### src/rtl/cnn1d_pkg.sv
// Shared constants and types for the 1-D CNN datapath blocks.
package cnn1d_pkg;

   localparam int DATA_WIDTH = 12;

   typedef enum logic {ARB_RUN, ARB_DRAIN} xor_net_arb_state_t;

endpackage

### src/rtl/tag_fifo.sv
// In-order FIFO of requester IDs for samples currently inside the network.
module tag_fifo #(
   parameter int WIDTH = 2,
   parameter int DEPTH = 8
) (
   input  logic                     clk,
   input  logic                     rst,
   input  logic                     push,
   input  logic [WIDTH-1:0]         push_data,
   input  logic                     pop,
   output logic [WIDTH-1:0]         head,
   output logic                     full,
   output logic                     empty,
   output logic [$clog2(DEPTH):0]   count
);

   localparam int PW = $clog2(DEPTH);
   localparam int CW = PW + 1;

   logic [WIDTH-1:0] mem [DEPTH];
   logic [PW-1:0]    wr_ptr;
   logic [PW-1:0]    rd_ptr;
   logic             push_ok;
   logic             pop_ok;

   // A push while full is dropped even if a pop frees a slot in the same cycle.
   assign full    = (count == CW'(DEPTH));
   assign empty   = (count == '0);
   assign push_ok = push && !full;
   assign pop_ok  = pop && !empty;
   assign head    = mem[rd_ptr];

   always_ff @(posedge clk or negedge rst) begin
      if (!rst) begin
         wr_ptr <= '0;
         rd_ptr <= '0;
         count  <= '0;
      end else begin
         if (push_ok) wr_ptr <= wr_ptr + PW'(1);
         if (pop_ok)  rd_ptr <= rd_ptr + PW'(1);
         case ({push_ok, pop_ok})
            2'b10:   count <= count + CW'(1);
            2'b01:   count <= count - CW'(1);
            default: count <= count;
         endcase
      end
   end

   always_ff @(posedge clk) begin
      if (push_ok) mem[wr_ptr] <= push_data;
   end

endmodule

### src/rtl/xor_net_arbiter.sv
// Round-robin scheduler sharing one xor_net between NUM_REQ requesters,
// routing each network result back to its issuer via an in-order tag FIFO.
module xor_net_arbiter
   import cnn1d_pkg::*;
#(
   parameter int NUM_REQ   = 4,
   parameter int TAG_DEPTH = 8
) (
   input  logic                        clk,
   input  logic                        rst,
   input  logic [NUM_REQ-1:0]          req_valid,
   output logic [NUM_REQ-1:0]          req_ready,
   input  logic [DATA_WIDTH-1:0]       req_data [0:NUM_REQ-1][0:1],
   output logic [NUM_REQ-1:0]          rsp_valid,
   input  logic [NUM_REQ-1:0]          rsp_ready,
   output logic [DATA_WIDTH-1:0]       rsp_data,
   output logic [1:0]                  net_valid_in,
   input  logic [1:0]                  net_ready_in,
   output logic [DATA_WIDTH-1:0]       net_data_in [0:1],
   input  logic                        net_valid_out,
   output logic                        net_ready_out,
   input  logic [DATA_WIDTH-1:0]       net_data_out,
   input  logic                        drain_req,
   output logic                        drain_done,
   output logic [$clog2(TAG_DEPTH):0]  outstanding,
   output logic                        err_orphan,
   output xor_net_arb_state_t          state_dbg
);

   localparam int TAG_W = $clog2(NUM_REQ);

   xor_net_arb_state_t state;
   xor_net_arb_state_t state_nxt;
   logic [TAG_W-1:0]   ptr;
   logic [TAG_W-1:0]   grant;
   logic [TAG_W-1:0]   head;
   logic               fifo_full;
   logic               fifo_empty;
   logic               can_issue;
   logic               issue;
   logic               pop;

   // First requester with valid set, searching from start upward modulo NUM_REQ.
   function automatic logic [TAG_W-1:0] rr_pick(input logic [NUM_REQ-1:0] valid,
                                                input logic [TAG_W-1:0]   start);
      logic [TAG_W-1:0] pick;
      logic [TAG_W-1:0] idx;
      pick = start;
      for (int k = NUM_REQ - 1; k >= 0; k--) begin
         idx = TAG_W'((int'(start) + k) % NUM_REQ);
         if (valid[idx]) pick = idx;
      end
      return pick;
   endfunction

   // Every channel transfers on a cycle where valid and ready are both high;
   // valid never waits on ready, and data is meaningful only while valid is high.
   assign grant          = rr_pick(req_valid, ptr);
   assign can_issue      = rst && (state == ARB_RUN) && (|req_valid) && !fifo_full;
   assign issue          = can_issue && (&net_ready_in);
   assign net_valid_in   = {2{can_issue}};
   assign net_data_in[0] = req_data[grant][0];
   assign net_data_in[1] = req_data[grant][1];

   always_comb begin
      req_ready        = '0;
      req_ready[grant] = issue;
   end

   // Results are steered by the oldest tag; with no tag the result is held in the network.
   always_comb begin
      rsp_valid       = '0;
      rsp_valid[head] = net_valid_out && !fifo_empty;
   end

   assign rsp_data      = net_data_out;
   assign net_ready_out = !fifo_empty && rsp_ready[head];
   assign pop           = net_valid_out && net_ready_out;
   assign state_dbg     = state;

   tag_fifo #(
      .WIDTH (TAG_W),
      .DEPTH (TAG_DEPTH)
   ) u_tag_fifo (
      .clk       (clk),
      .rst       (rst),
      .push      (issue),
      .push_data (grant),
      .pop       (pop),
      .head      (head),
      .full      (fifo_full),
      .empty     (fifo_empty),
      .count     (outstanding)
   );

   always_ff @(posedge clk or negedge rst) begin
      if (!rst) begin
         state <= ARB_RUN;
      end else begin
         state <= state_nxt;
      end
   end

   always_comb begin
      state_nxt  = state;
      drain_done = 1'b0;
      case (state)
         ARB_RUN: begin
            if (drain_req) state_nxt = ARB_DRAIN;
         end
         ARB_DRAIN: begin
            if (!drain_req) state_nxt = ARB_RUN;
            drain_done = (outstanding == '0);
         end
         default: state_nxt = ARB_RUN;
      endcase
   end

   always_ff @(posedge clk or negedge rst) begin
      if (!rst) begin
         ptr        <= '0;
         err_orphan <= 1'b0;
      end else begin
         if (issue) ptr <= (grant == TAG_W'(NUM_REQ - 1)) ? '0 : grant + TAG_W'(1);
         if (net_valid_out && fifo_empty) err_orphan <= 1'b1;
      end
   end

endmodule

### config.mk
export PLATFORM = sky130hd
export DESIGN_NAME = xor_net_arbiter
export DESIGN_NICKNAME = d
export VERILOG_FILES = /design/src/rtl/cnn1d_pkg.sv /design/src/rtl/tag_fifo.sv /design/src/rtl/xor_net_arbiter.sv
export SDC_FILE = /design/constraint.sdc
export NUM_CORES = 1
export LEC_CHECK = 0
export ABC_AREA = 1
export ABC_CLOCK_PERIOD_IN_PS = 3700
export CAP_MARGIN = 25
export CELL_PAD_IN_SITES_DETAIL_PLACEMENT = 2
export CELL_PAD_IN_SITES_GLOBAL_PLACEMENT = 2
export CORE_UTILIZATION = 19
export CTS_CLUSTER_DIAMETER = 150
export DETAILED_ROUTE_END_ITERATION = 8
export GPL_TIMING_DRIVEN = 0
export PLACE_DENSITY_LB_ADDON = 0.3
export SLEW_MARGIN = 20
export SYNTH_ARGS = -nofsm -noshare
export SYNTH_HDL_FRONTEND = slang
export SYNTH_SLANG_ARGS = --single-unit
### constraint.sdc
create_clock -name clk -period 3.7 [get_ports clk]
set_input_delay 0.74 -clock clk [delete_from_list [all_inputs] [get_ports clk]]
set_output_delay 0.74 -clock clk [all_outputs]
set_load 0.01 [all_outputs]
After elaboration in Yosys (flattened, before gate mapping) --
Memory sizes are Yosys's and may differ from the RTL's. Index checks and enable logic that the tools add are counted.
Storage, ports and cells: output and inout port bits 54, memories kept 1, logic and storage cells 77, register bits after elaboration 14, RAM bits 16
Memories:
- u_tag_fifo.mem | depth 8, bits a word 2, rd ports 1, clocked after memory_dff 0, wr ports 1, line tag_fifo.sv:20 | logic [WIDTH-1:0] mem [DEPTH];
Operators by class: reductions and logical operators 18, eq/ne operators 4, bitwise operators 4, magnitude comparators 9, add/subtract/negate cells 8, mux-type cells 27
Operator list (number):
- $bmux W24 S2 | 1
- $mux W24 | 2
- $lt A2 B3 Y1 const B | 6
- $logic_and A1 B1 Y1 | 12
- $mux W1 | 11
- $bmux W1 S2 | 5
- $mux W2 | 5
- $and A4 B4 Y4 | 2
- $pmux W4 S2 | 1
- $add A3 B1 Y3 const B | 2
- $add A2 B1 Y2 const B | 2
- $add A2 B2 Y2 const B | 2
- $add A4 B1 Y4 const B | 1
- $demux W1 S2 | 2
- $eq A2 B2 Y1 const B | 2
- $eq A4 B4 Y1 const B | 1
- $ge A2 B1 Y1 const B | 2
- $logic_not A4 Y1 | 1
- $reduce_or A4 Y1 | 1
- $sub A4 B1 Y4 const B | 1
- $ge A3 B3 Y1 const B | 1
- $not A2 Y3 | 1
- $eq A2 B1 Y1 const B | 1
- $logic_not A1 Y1 | 2
- 3 further kinds | 3

Logic depth before layout (Yosys ltp) --
Gate-level depths: netlist (run 1).
word-level depth 12, depth in mapped cells 21, depth with buffers taken out 20

By module --
From an unflattened synthesis (run 1), not the netlist that was laid out.
Unflattened totals: cell total of the unflattened synthesis 541, area, all modules 3215.6 sq um
By module, submodules not included:
- xor_net_arbiter | instances 1, area each 1871.8 sq um, cells each 391
- tag_fifo | instances 1, area each 1343.8 sq um, cells each 150

Worst setup path after synthesis (run 1) --
No wires, ideal clock.
path type input to output, start input req_valid[1], end output req_ready[3], path slack 925 ps, stages 12, arrival 2035 ps, cells stage by stage inv_1 > o21ai_1 > nand2_1 > nand2_1 > inv_2 > nand3_1 > nand2_2 > a21boi_4 > buf_4 > ha_1 > inv_1 > nor2_1
Between the ends: cells in the longest elaborated chain, start to end 11, elaborated cells between the ends (all ways) 22
RTL lines:
- from (decl) | line xor_net_arbiter.sv:11 | input logic [NUM_REQ-1:0] req_valid,
- $bmux W1 S2 | line xor_net_arbiter.sv:51 | if (valid[idx]) pick = idx;
- $mux W1 (not written as such) | line xor_net_arbiter.sv:51
- $mux W2 (3 in series) | line xor_net_arbiter.sv:51
- $mux W2 * | line xor_net_arbiter.sv:51
- net grant[1] | line xor_net_arbiter.sv:35 | logic [TAG_W-1:0] grant;
- $lt A2 B3 Y1 (not written as such) or $ge A2 B1 Y1 (tied branches) | line xor_net_arbiter.sv:67 | req_ready[grant] = issue;
- $logic_and A1 B1 Y1 (not written as such) | line xor_net_arbiter.sv:67
- $mux W1 (not written as such) | line xor_net_arbiter.sv:67
- $demux W1 S2 * | line xor_net_arbiter.sv:67
- $and A4 B4 Y4 (no source line) *
- to (decl) | line xor_net_arbiter.sv:12 | output logic [NUM_REQ-1:0] req_ready,
Mark *: on every way through the listed nets, which the timed path passes. The rest lies on a longest branch. The select of a mux whose other input is x is not followed.

Worst setup path after layout (run 1) --
start input req_valid[1], end output req_ready[1]
Between the ends: cells in the longest elaborated chain, start to end 11, elaborated cells between the ends (all ways) 22
RTL lines (line):
- $bmux W1 S2 | xor_net_arbiter.sv:51
- $mux W1 (not written as such) | xor_net_arbiter.sv:51
- $mux W2 (4 in series) | xor_net_arbiter.sv:51
- $lt A2 B3 Y1 (not written as such) or $ge A2 B1 Y1 (tied branches) | xor_net_arbiter.sv:67
- $logic_and A1 B1 Y1 (not written as such) | xor_net_arbiter.sv:67
- $mux W1 (not written as such) | xor_net_arbiter.sv:67
- $demux W1 S2 | xor_net_arbiter.sv:67
- $and A4 B4 Y4 (no source line) *
Mark *: on every way between the ends. The rest lies on a longest branch, timed or not. The select of a mux whose other input is x is not followed.

==> results of run 1 <==
## path summary, 6_finish.rpt
check	endpoint	slack [ns]	cells after the start
worst min register to register	err_orphan	0.47	1
max in group asynchronous	u_tag_fifo.wr_ptr[2]	2.61	1
worst min-delay path	err_orphan	0.47	1
worst max register to register	u_tag_fifo.count[3]	0.51	20
min in group asynchronous	u_tag_fifo.count[1]	0.63	1
worst max-delay path	req_ready[1]	0.15	15
## power by group through the flow
stage                     registers (uW)  clock network, uW  logic, uW
after detailed placement             584                  0       4200
final                                578                378       4140
after global routing                 595                404       4620
after global placement               578                  0       4080
after floorplan                      571                  0       2350
after CTS                            580                391       4160
## critical path: stages
cell and delay [ns]:
sky130_fd_sc_hd__clkdlybuf4s50_1 0.45, sky130_fd_sc_hd__inv_1 0.07, sky130_fd_sc_hd__o21ai_2 0.16, sky130_fd_sc_hd__nand2_1 0.12, sky130_fd_sc_hd__nand2_1 0.10, sky130_fd_sc_hd__inv_2 0.04
sky130_fd_sc_hd__nand3_1 0.09, sky130_fd_sc_hd__nand2_2 0.08, sky130_fd_sc_hd__nand2_1 0.11, sky130_fd_sc_hd__nand2_4 0.10, sky130_fd_sc_hd__buf_8 0.17, sky130_fd_sc_hd__ha_1 0.19
sky130_fd_sc_hd__inv_1 0.05, sky130_fd_sc_hd__nor2_1 0.04, sky130_fd_sc_hd__dlygate4sd2_1 0.29
## flip-flops by register name, summed over array words and instances (netlist names)
register           count
u_tag_fifo.rd_ptr      3
ptr                    2
state_dbg              1
u_tag_fifo.wr_ptr      3
u_tag_fifo.mem        16
err_orphan             1
u_tag_fifo.count       4
## what timing repair did
action                                  4_1_cts  5_1_grt
gates cloned                                  0        0
setup buffers                                 4        3
endpoints found under the setup margin       28        4
pin swaps                                     1        0
gates resized for setup                      46        5
## per-stage QoR
step / util (%) / instance area [um^2] / hold slack, ns / cells
global placement: 31.55 / 5085 / 0.4393 / 903
finish: 33.00 / 5318 / 0.4705 / 920
CTS: 32.77 / 5281 / 0.4721 / 915
detailed placement: 31.55 / 5085 / 0.4556 / 903
global route: 33.00 / 5318 / 0.5085 / 920
floorplan: - / 3183 / 0.4444 / 524
## logic make-up after synthesis
group                    after synthesis
XOR/XNOR                               5
buffers and inverters                167
adder cells (fa/ha/maj)               10
flip-flops                            30
AO/OA/AOI/OAI                         11
AND/OR/NAND/NOR                      301
## cell usage after synthesis (all sizes together)
cell type and count:
nand4 4, xor2 3, dfrtp 14, a21boi 1
edfxtp 16, nor3 6, o22ai 1, fa 1
or2 1, nand3b 1, buf 35, nand3 114
nor4 2, ha 9, inv 132, nor2 16
nand2 157, a21o 1, a211oi 1, o21ai 7
xnor2 2
## layer usage
metal  routed length, um  vias to the layer above  GRT usage [%]
met4                 160                        0          4.328
met1                5075                     1826          15.88
met3                 722                       11          3.472
li1                    -                     1937              -
met5                   0                        -              0
met2                7148                       93          29.69
## area by class of cell
| cell class | instances | share of cell area, % |
|---|---|---|
| tap | 216 | 5.082 |
| antenna | 2 | 0.09412 |
| timing repair buffer | 170 | 31.08 |
| multi-input combinational | 327 | 30.16 |
| clock buffer | 6 | 2.424 |
| inverter | 132 | 9.365 |
| sequential | 30 | 15.62 |
| clock inverter | 2 | 0.1647 |
| buffer | 35 | 6.000 |
==> results.md, run 1 <==
- The run finished with clean final reports.
- The clock network is responsible for 7.4% of the overall power.
- The first global-routing pass estimated 21,360 um of wire.
- At the pin with the least slew margin, the transition time is 0.7198 ns.
- The TritonCTS clock tree is built.
- The deepest clock path buffer count is 2.
- In the final routed layout, each cell accounts on average for 14.25 um.
- The final layout contains routed wiring with a total length of 13,110 um.
- The element type at the critical path start is a primary input.
- The total net switching power is 2572 uW.
- The power consumption is 5098 uW.
- The total standard cell area after synthesis is 3183 um^2.
- Of the synthesized area, sequential elements account for 26.10%.
- The fraction of synthesized cell area taken by the top area cell type is 17.81%.
- After Yosys synthesis, and, or, nand and nor cells account for 41.82% of the synthesized area.
- The proportion of power drawn by flip-flops and latches is 11.3%.
- The area growth from synthesis to layout is 67.06%.
- The starting density of the core is 19.75%.
- In this run the mean area of a mapped cell was 6.075 um^2.
- The overall overflow remaining after global route is 0.
- After clock tree synthesis, the clock-pin slew on the worst setup and hold paths is 0.05 ns.
- Summing all multi-input logic gate instances after layout gives 1604 um^2.
- Dividing total power by cell area gives a power density of 958.6 nW/um^2.
- The overall die area is 17,280 um^2.
- The mux share of post-synthesis cell area is 0%.
- The path type of the worst min-delay path is reg2reg.
- The synthesized instance count is 524.
- The count of maximum capacitance violations is 0.
- The total count of hold-check failures in the final report is 0.
- The post-synthesis sequential element count is 30.
- Leaving out fill and tap cells, the most frequent cell in the layout is sky130_fd_sc_hd__nand2_1.
- The number of global-route vias before repair is 4,370.
- The share of the cycle needed by the critical path after routing is 95.84%.
- In this run the tightest slew margin relative to its limit is 52.01%.
- The clock latency at the later pin of the worst-skew pair is 0.27 ns.
- In the final layout, the share of cells above drive strength 1 is 9.402%.
- The placement-stage worst setup slack is -0.4991 ns.
- Across the whole layout, storage elements account for 830.8 um^2.
- The clock root buffer is sky130_fd_sc_hd__clkbuf_16.
- The wire-length estimate of the detail-placed layout is 11,210 um.
- The worst path needs 3.546 ns of the cycle, external delays included.
- The number of buffers added on ports is 163.
- Summed over all instances, the cell type with the most area after synthesis is sky130_fd_sc_hd__nand2_1.
- The layout filler cell count is 1,930.
- The endpoint class of the critical path is an output port.
- The floorplan step set the die height to 131.4 um.
- The reg-to-reg critical path startpoint is u_tag_fifo.rd_ptr[0].
- The final count of pins violating max slew was 0.
- IR analysis of the VDD net gives a maximum drop of 0.3487 mV.
- Ranked by total cell area, the synthesized netlist is headed by sky130_fd_sc_hd__nand2_1 (18%), sky130_fd_sc_hd__nand3_1 (18%), sky130_fd_sc_hd__edfxtp_1 (15%), sky130_fd_sc_hd__inv_1 (15%), sky130_fd_sc_hd__dfrtp_1 (11%).
- Static timing analysis puts the maximum clock frequency at 282.0 MHz.
- The hold buffer count at CTS is 0.
- The total clock sinks is 30.
- The total vias in the final route is 3,867.
- Setup slack closes at 0.1538 ns.
- The number of remaining DRC errors is 0.
- The compound-cell area share of the yosys netlist is 2.358%.
- The total global-route track usage is 15.18%.
- In this run, the combinational gates consume 81.3% of the power.
- Setup repair after global routing left no endpoint under its margin.
- The total of endpoints with negative setup slack in the final report is 0.
- At the worst endpoint, the required time is 2.96 ns.
- The fraction of the mapped netlist area in adder cells is 4.167%.
- In the layout the commonest cells are sky130_fd_sc_hd__nand2_1 (151), sky130_fd_sc_hd__clkdlybuf4s50_1 (134), sky130_fd_sc_hd__inv_1 (127).
- Data arrives at the worst endpoint at 2.81 ns.
- The count of different cell masters after synthesis is 29.
- In this run switching power makes up 50.45% of total power.
- The area of the placeable core is 16,120 um^2.
- The synthesized-area fraction occupied by xor and xnor cells is 1.376%.
- The count of pins on the block boundary is 176.
- For the final database, setup skew stands at 0.004175 ns.
- The Yosys step of the flow raised 0 warnings.
- The internal power of the cells totals 2526 uW.
- The startpoint-to-endpoint class of the critical path is in2out.
- The width of the chip is 131.4 um.
- Tracing the worst setup path back leads to its startpoint at req_valid[1].
- The number of placement rows is 46.
- The H-tree generated during clock tree synthesis spans 2 levels.
- After the first detailed-routing iteration, the DRC count stood at 86.
- The final layout net count is 833.
- Entering global routing, the biggest net connects 20 pins.
- In this run the static leakage power is 0.002806 uW.
- The detail route stage leaves a number of antenna-violating nets equal to 0.
- After synthesis, the largest family of logic cells by area is simple AND/OR/NAND/NOR gates.
- The startpoint of the tightest hold check path is err_orphan.
- The number of antenna violations at the first check in global routing is 2.
- At the end of routability-driven placement, the weighted congestion stood at 0.7778.
- Before antenna repair, the detailed router went through 4 iterations.
- In the routed layout, each cell is associated on average with a via count of 4.203.
- The CTS buffer count is 5.
- Counting every net in the synthesized netlist gives 656.
- The sum of negative setup slack is 0 ns.
- The largest fanout on the critical path is 11.
Power figures use the tool's default switching activity.
==> run 2: changes to the inputs <==
CELL_PAD_IN_SITES_DETAIL_PLACEMENT = 0   (was 2)
==> results.md, run 2 (synthesis results as in run 1) <==
- The area of the placeable core is 16,120 um^2 (unchanged).
- The clock root buffer is sky130_fd_sc_hd__clkbuf_16 (unchanged).
- The per-cell via count in the routed design is 3.961 (was 4.203).
- The worst path arrival time is 2.90 ns (was 2.81 ns).
- The placer congestion estimate is 0.7778 (unchanged).
- The relative slew slack is 54.47% (was 52.01%).
- The placed instance area is 5085 um^2 (unchanged).
- The met1 layer wirelength in the final routing is 4498 um (was 5075 um).
- The largest fanout on the critical path is 10 (was 11).
- The H-tree depth is 2 (unchanged).
- The width of the chip is 131.4 um (unchanged).
- The largest voltage drop on the vdd net is 0.5180 mV (was 0.3487 mV).
- The instance count after placement with tap cells included is 903 (unchanged).
- The area growth from synthesis to layout is 67.65% (was 67.06%).
- The starting density of the core came to 19.75% (unchanged).
- The number of antenna violations at the first check in global routing was 0 (was 2).
- The transition time of the tightest slew-check pin is 0.6830 ns (was 0.7198 ns).
- The relative contribution of combinational cells to total power is 81.0% (was 81.3%).
- The clock period minus worst slack was 3.638 ns (was 3.546 ns).
- The routed wire length is 11,050 um (was 13,110 um).
- The total clock sinks is 30 (unchanged).
- The total count of hold-check failures in the final report is 0 (unchanged).
- The hold buffer count at CTS was 0 (unchanged).
- The count of pins on the block boundary is 176 (unchanged).
- The clock latency at the later pin of the worst-skew pair is 0.27 ns (about the same).
- The endpoint class of the critical path is an output port (unchanged).
- The share of the cycle needed by the critical path after routing came to 98.32% (was 95.84%).
- The highest metal layer with signal wires is met4 (unchanged).
- The element type at the critical path start was a primary input (unchanged).
- The deepest clock path buffer count was 2 (unchanged).
- The number of remaining DRC errors is 0 (unchanged).
- Cells along the critical path: clkdlybuf4s50_1, inv_1, nand2_1, nand3_1, nand2_1, inv_2, nand3_2, buf_2, nand3_1, nand3_1, nand2_1, clkdlybuf4s50_1 (was clkdlybuf4s50_1, inv_1, o21ai_2, nand2_1, nand2_1, inv_2, nand3_1, nand2_2, nand2_1, nand2_4, buf_8, ha_1, inv_1, nor2_1, dlygate4sd2_1).
- The routed length on met2 came to 5787 um (was 7148 um).
- The worst path buffer plus inverter count came to 5 (was 6).
- The TritonCTS clock tree is built (unchanged).
- The highest-delay cell along the critical path is sky130_fd_sc_hd__clkdlybuf4s50_1 (unchanged).
- The most frequent standard cell in the layout excluding fill and tap cells is sky130_fd_sc_hd__nand2_1 (unchanged).
- The height of the die is 131.4 um (unchanged).
- The final count of pins violating max slew came to 0 (unchanged).
- The final cell count without fillers is 915 (was 920).
- Status: finished, final reports clean (unchanged).
- The total of endpoints with negative setup slack in the final report came to 0 (unchanged).
- The layout filler cell count was 1,777 (was 1,930).
- The number of iterations in the first detailed-routing pass is 4 (unchanged).
- The number of global-route vias before repair was 3,822 (was 4,370).
- Setup repair after global routing missed its margin: yes (was no).
- The flip-flop count of the largest register, all copies and words added was 16 (unchanged).
- The number of buffers added on ports is 163 (unchanged).
- The layout cell share with drive strength beyond 1 was 9.013% (was 9.402%).
- The overall die area came to 17,280 um^2 (unchanged).
- The routed wire length on met3 is 690 um (was 722 um).
- The overall overflow remaining after global route is 0 (unchanged).
- The wire length of the first global-routing pass is 18,220 um (was 21,360 um).
- The placement-stage worst setup slack is -0.3937 ns (was -0.4991 ns).
- The clock share of power is 7.6% (was 7.4%).
- The number of placement rows came to 46 (unchanged).
- The CTS buffer count was 5 (unchanged).
- The internal power is 2565 uW (was 2526 uW).
- The pin count of the biggest net entering global routing is 20 (unchanged).
- The startpoint-to-endpoint class of the critical path is in2out (unchanged).
- The worst path required time was 2.96 ns (about the same).
- The number of antenna repair diodes came to 0 (was 2).
- Registers with the most flip-flops: u_tag_fifo.mem: 16 flops, u_tag_fifo.count: 4 flops (unchanged).
- The path type of the worst min-delay path is reg2reg (unchanged).
- The initial DRC count is 94 (was 86).
- The total vias in the final route is 3,624 (was 3,867).
- The total power per unit cell area is 940.7 nW/um^2 (was 958.6 nW/um^2).
- The achievable frequency is 274.9 MHz (was 282.0 MHz).
- The final layout net count is 830 (was 833).
- The total global-route track usage came to 12.83% (was 15.18%).
- The per-cell routed wire length came to 12.08 um (was 14.25 um).
- The critical path's top delay family is buffers and inverters (unchanged).
- The placed wire-length estimate after detailed placement was 9192 um (was 11,210 um).
- The delay of the slowest critical-path stage was 0.54 ns (was 0.45 ns).
- The setup slack after layout is 0.06213 ns (was 0.1538 ns).
- The clock transition at the register clock pins on the worst setup and hold paths after CTS is 0.05 ns (about the same).
- The setup slack of the worst register-to-register path came to 0.67 ns (was 0.51 ns).
- The number of routed nets with antenna violations is 0 (unchanged).
- The register with the most flip-flops is u_tag_fifo.mem (unchanged).
- The proportion of power drawn by flip-flops and latches is 11.4% (was 11.3%).
- Highest-count cells in the layout ignoring fill and taps: sky130_fd_sc_hd__nand2_1 (151), sky130_fd_sc_hd__clkdlybuf4s50_1 (135), sky130_fd_sc_hd__inv_1 (127) (was sky130_fd_sc_hd__nand2_1 (151), sky130_fd_sc_hd__clkdlybuf4s50_1 (134), sky130_fd_sc_hd__inv_1 (127)).
- The reported leakage power is 0.002918 uW (was 0.002806 uW).
- The final instance area came to 5336 um^2 (was 5318 um^2).
- The worst setup skew after layout was 0.003724 ns (was 0.004175 ns).
- The count of maximum capacitance violations is 0 (unchanged).
- The proportion of total power due to net switching is 48.89% (was 50.45%).
- The total net switching power was 2454 uW (was 2572 uW).
[run 2: timing repair]
item                                    in CTS  in global routing
resized for setup                           28                 18
pin swaps                                    1                  0
endpoints found under the setup margin      28                 18
setup buffers                                4                  0
[run 2: worst register-to-register path, cell delays in order, from the launching register on]
cell	delay (ns)
sky130_fd_sc_hd__dfrtp_1	0.37
sky130_fd_sc_hd__buf_2	0.18
sky130_fd_sc_hd__inv_2	0.15
sky130_fd_sc_hd__nand2_1	0.07
sky130_fd_sc_hd__nand2_1	0.07
sky130_fd_sc_hd__nand2_1	0.06
sky130_fd_sc_hd__nand3_1	0.09
sky130_fd_sc_hd__nand2_1	0.14
sky130_fd_sc_hd__o21ai_0	0.17
sky130_fd_sc_hd__nand2_1	0.14
sky130_fd_sc_hd__nand3_1	0.17
sky130_fd_sc_hd__inv_1	0.06
sky130_fd_sc_hd__ha_1	0.24
sky130_fd_sc_hd__ha_1	0.33
sky130_fd_sc_hd__nand2_1	0.07
sky130_fd_sc_hd__nor2_1	0.04
sky130_fd_sc_hd__a211oi_1	0.22
sky130_fd_sc_hd__nor2_1	0.07
sky130_fd_sc_hd__nor2_1	0.08
sky130_fd_sc_hd__nand2_1	0.07
sky130_fd_sc_hd__xor2_1	0.13
[run 2: through the flow]
stage | hold WS (ns) | total power (uW) | setup TNS [ns] | util, %
after global routing | 0.5031 | 5542 | -0.1145 | 33.11
after floorplan | 0.4444 | 2922 | 0 | -
after global placement | 0.4393 | 4656 | -4.265 | 31.55
after detailed placement | 0.4565 | 4659 | -4.531 | 31.55
final | 0.4625 | 5020 | 0 | 33.11
after CTS | 0.4725 | 5213 | -0.01008 | 32.89
[run 2: layout make-up]
cell class / instances / area [um^2] / share of cell area (%)
timing repair buffer: 167 / 1683 / 31.54
multi-input combinational: 327 / 1597 / 29.92
sequential: 30 / 830.8 / 15.57
inverter: 132 / 498.0 / 9.332
buffer: 35 / 316.6 / 5.932
tap: 216 / 270.3 / 5.064
clock buffer: 5 / 125.1 / 2.345
clock inverter: 3 / 16.27 / 0.3048
[run 2: layer usage]
layer	vias to the layer above	global-route usage, %
li1	1927	-
met1	1579	14.37
met2	114	24.54
met3	4	2.855
met4	0	2.390
met5	-	0
[run 2: path summary, 6_finish.rpt]
path | startpoint | end | depth (start not counted)
worst max-delay path | req_valid[1] | net_data_in[0] | 12
worst min-delay path | err_orphan | err_orphan | 1
worst max register to register | u_tag_fifo.rd_ptr[0] | u_tag_fifo.count[3] | 20
worst min register to register | err_orphan | err_orphan | 1
max in group asynchronous | rst | u_tag_fifo.rd_ptr[2] | 1
min in group asynchronous | rst | state_dbg | 1
[run 2: power by group through the flow]
stage | logic (uW) | clock network (uW) | registers, uW
floorplan | 2350 | 0 | 571
global route | 4550 | 407 | 584
CTS | 4250 | 393 | 573
detailed placement | 4080 | 0 | 576
global placement | 4080 | 0 | 578
finish | 4070 | 380 | 573
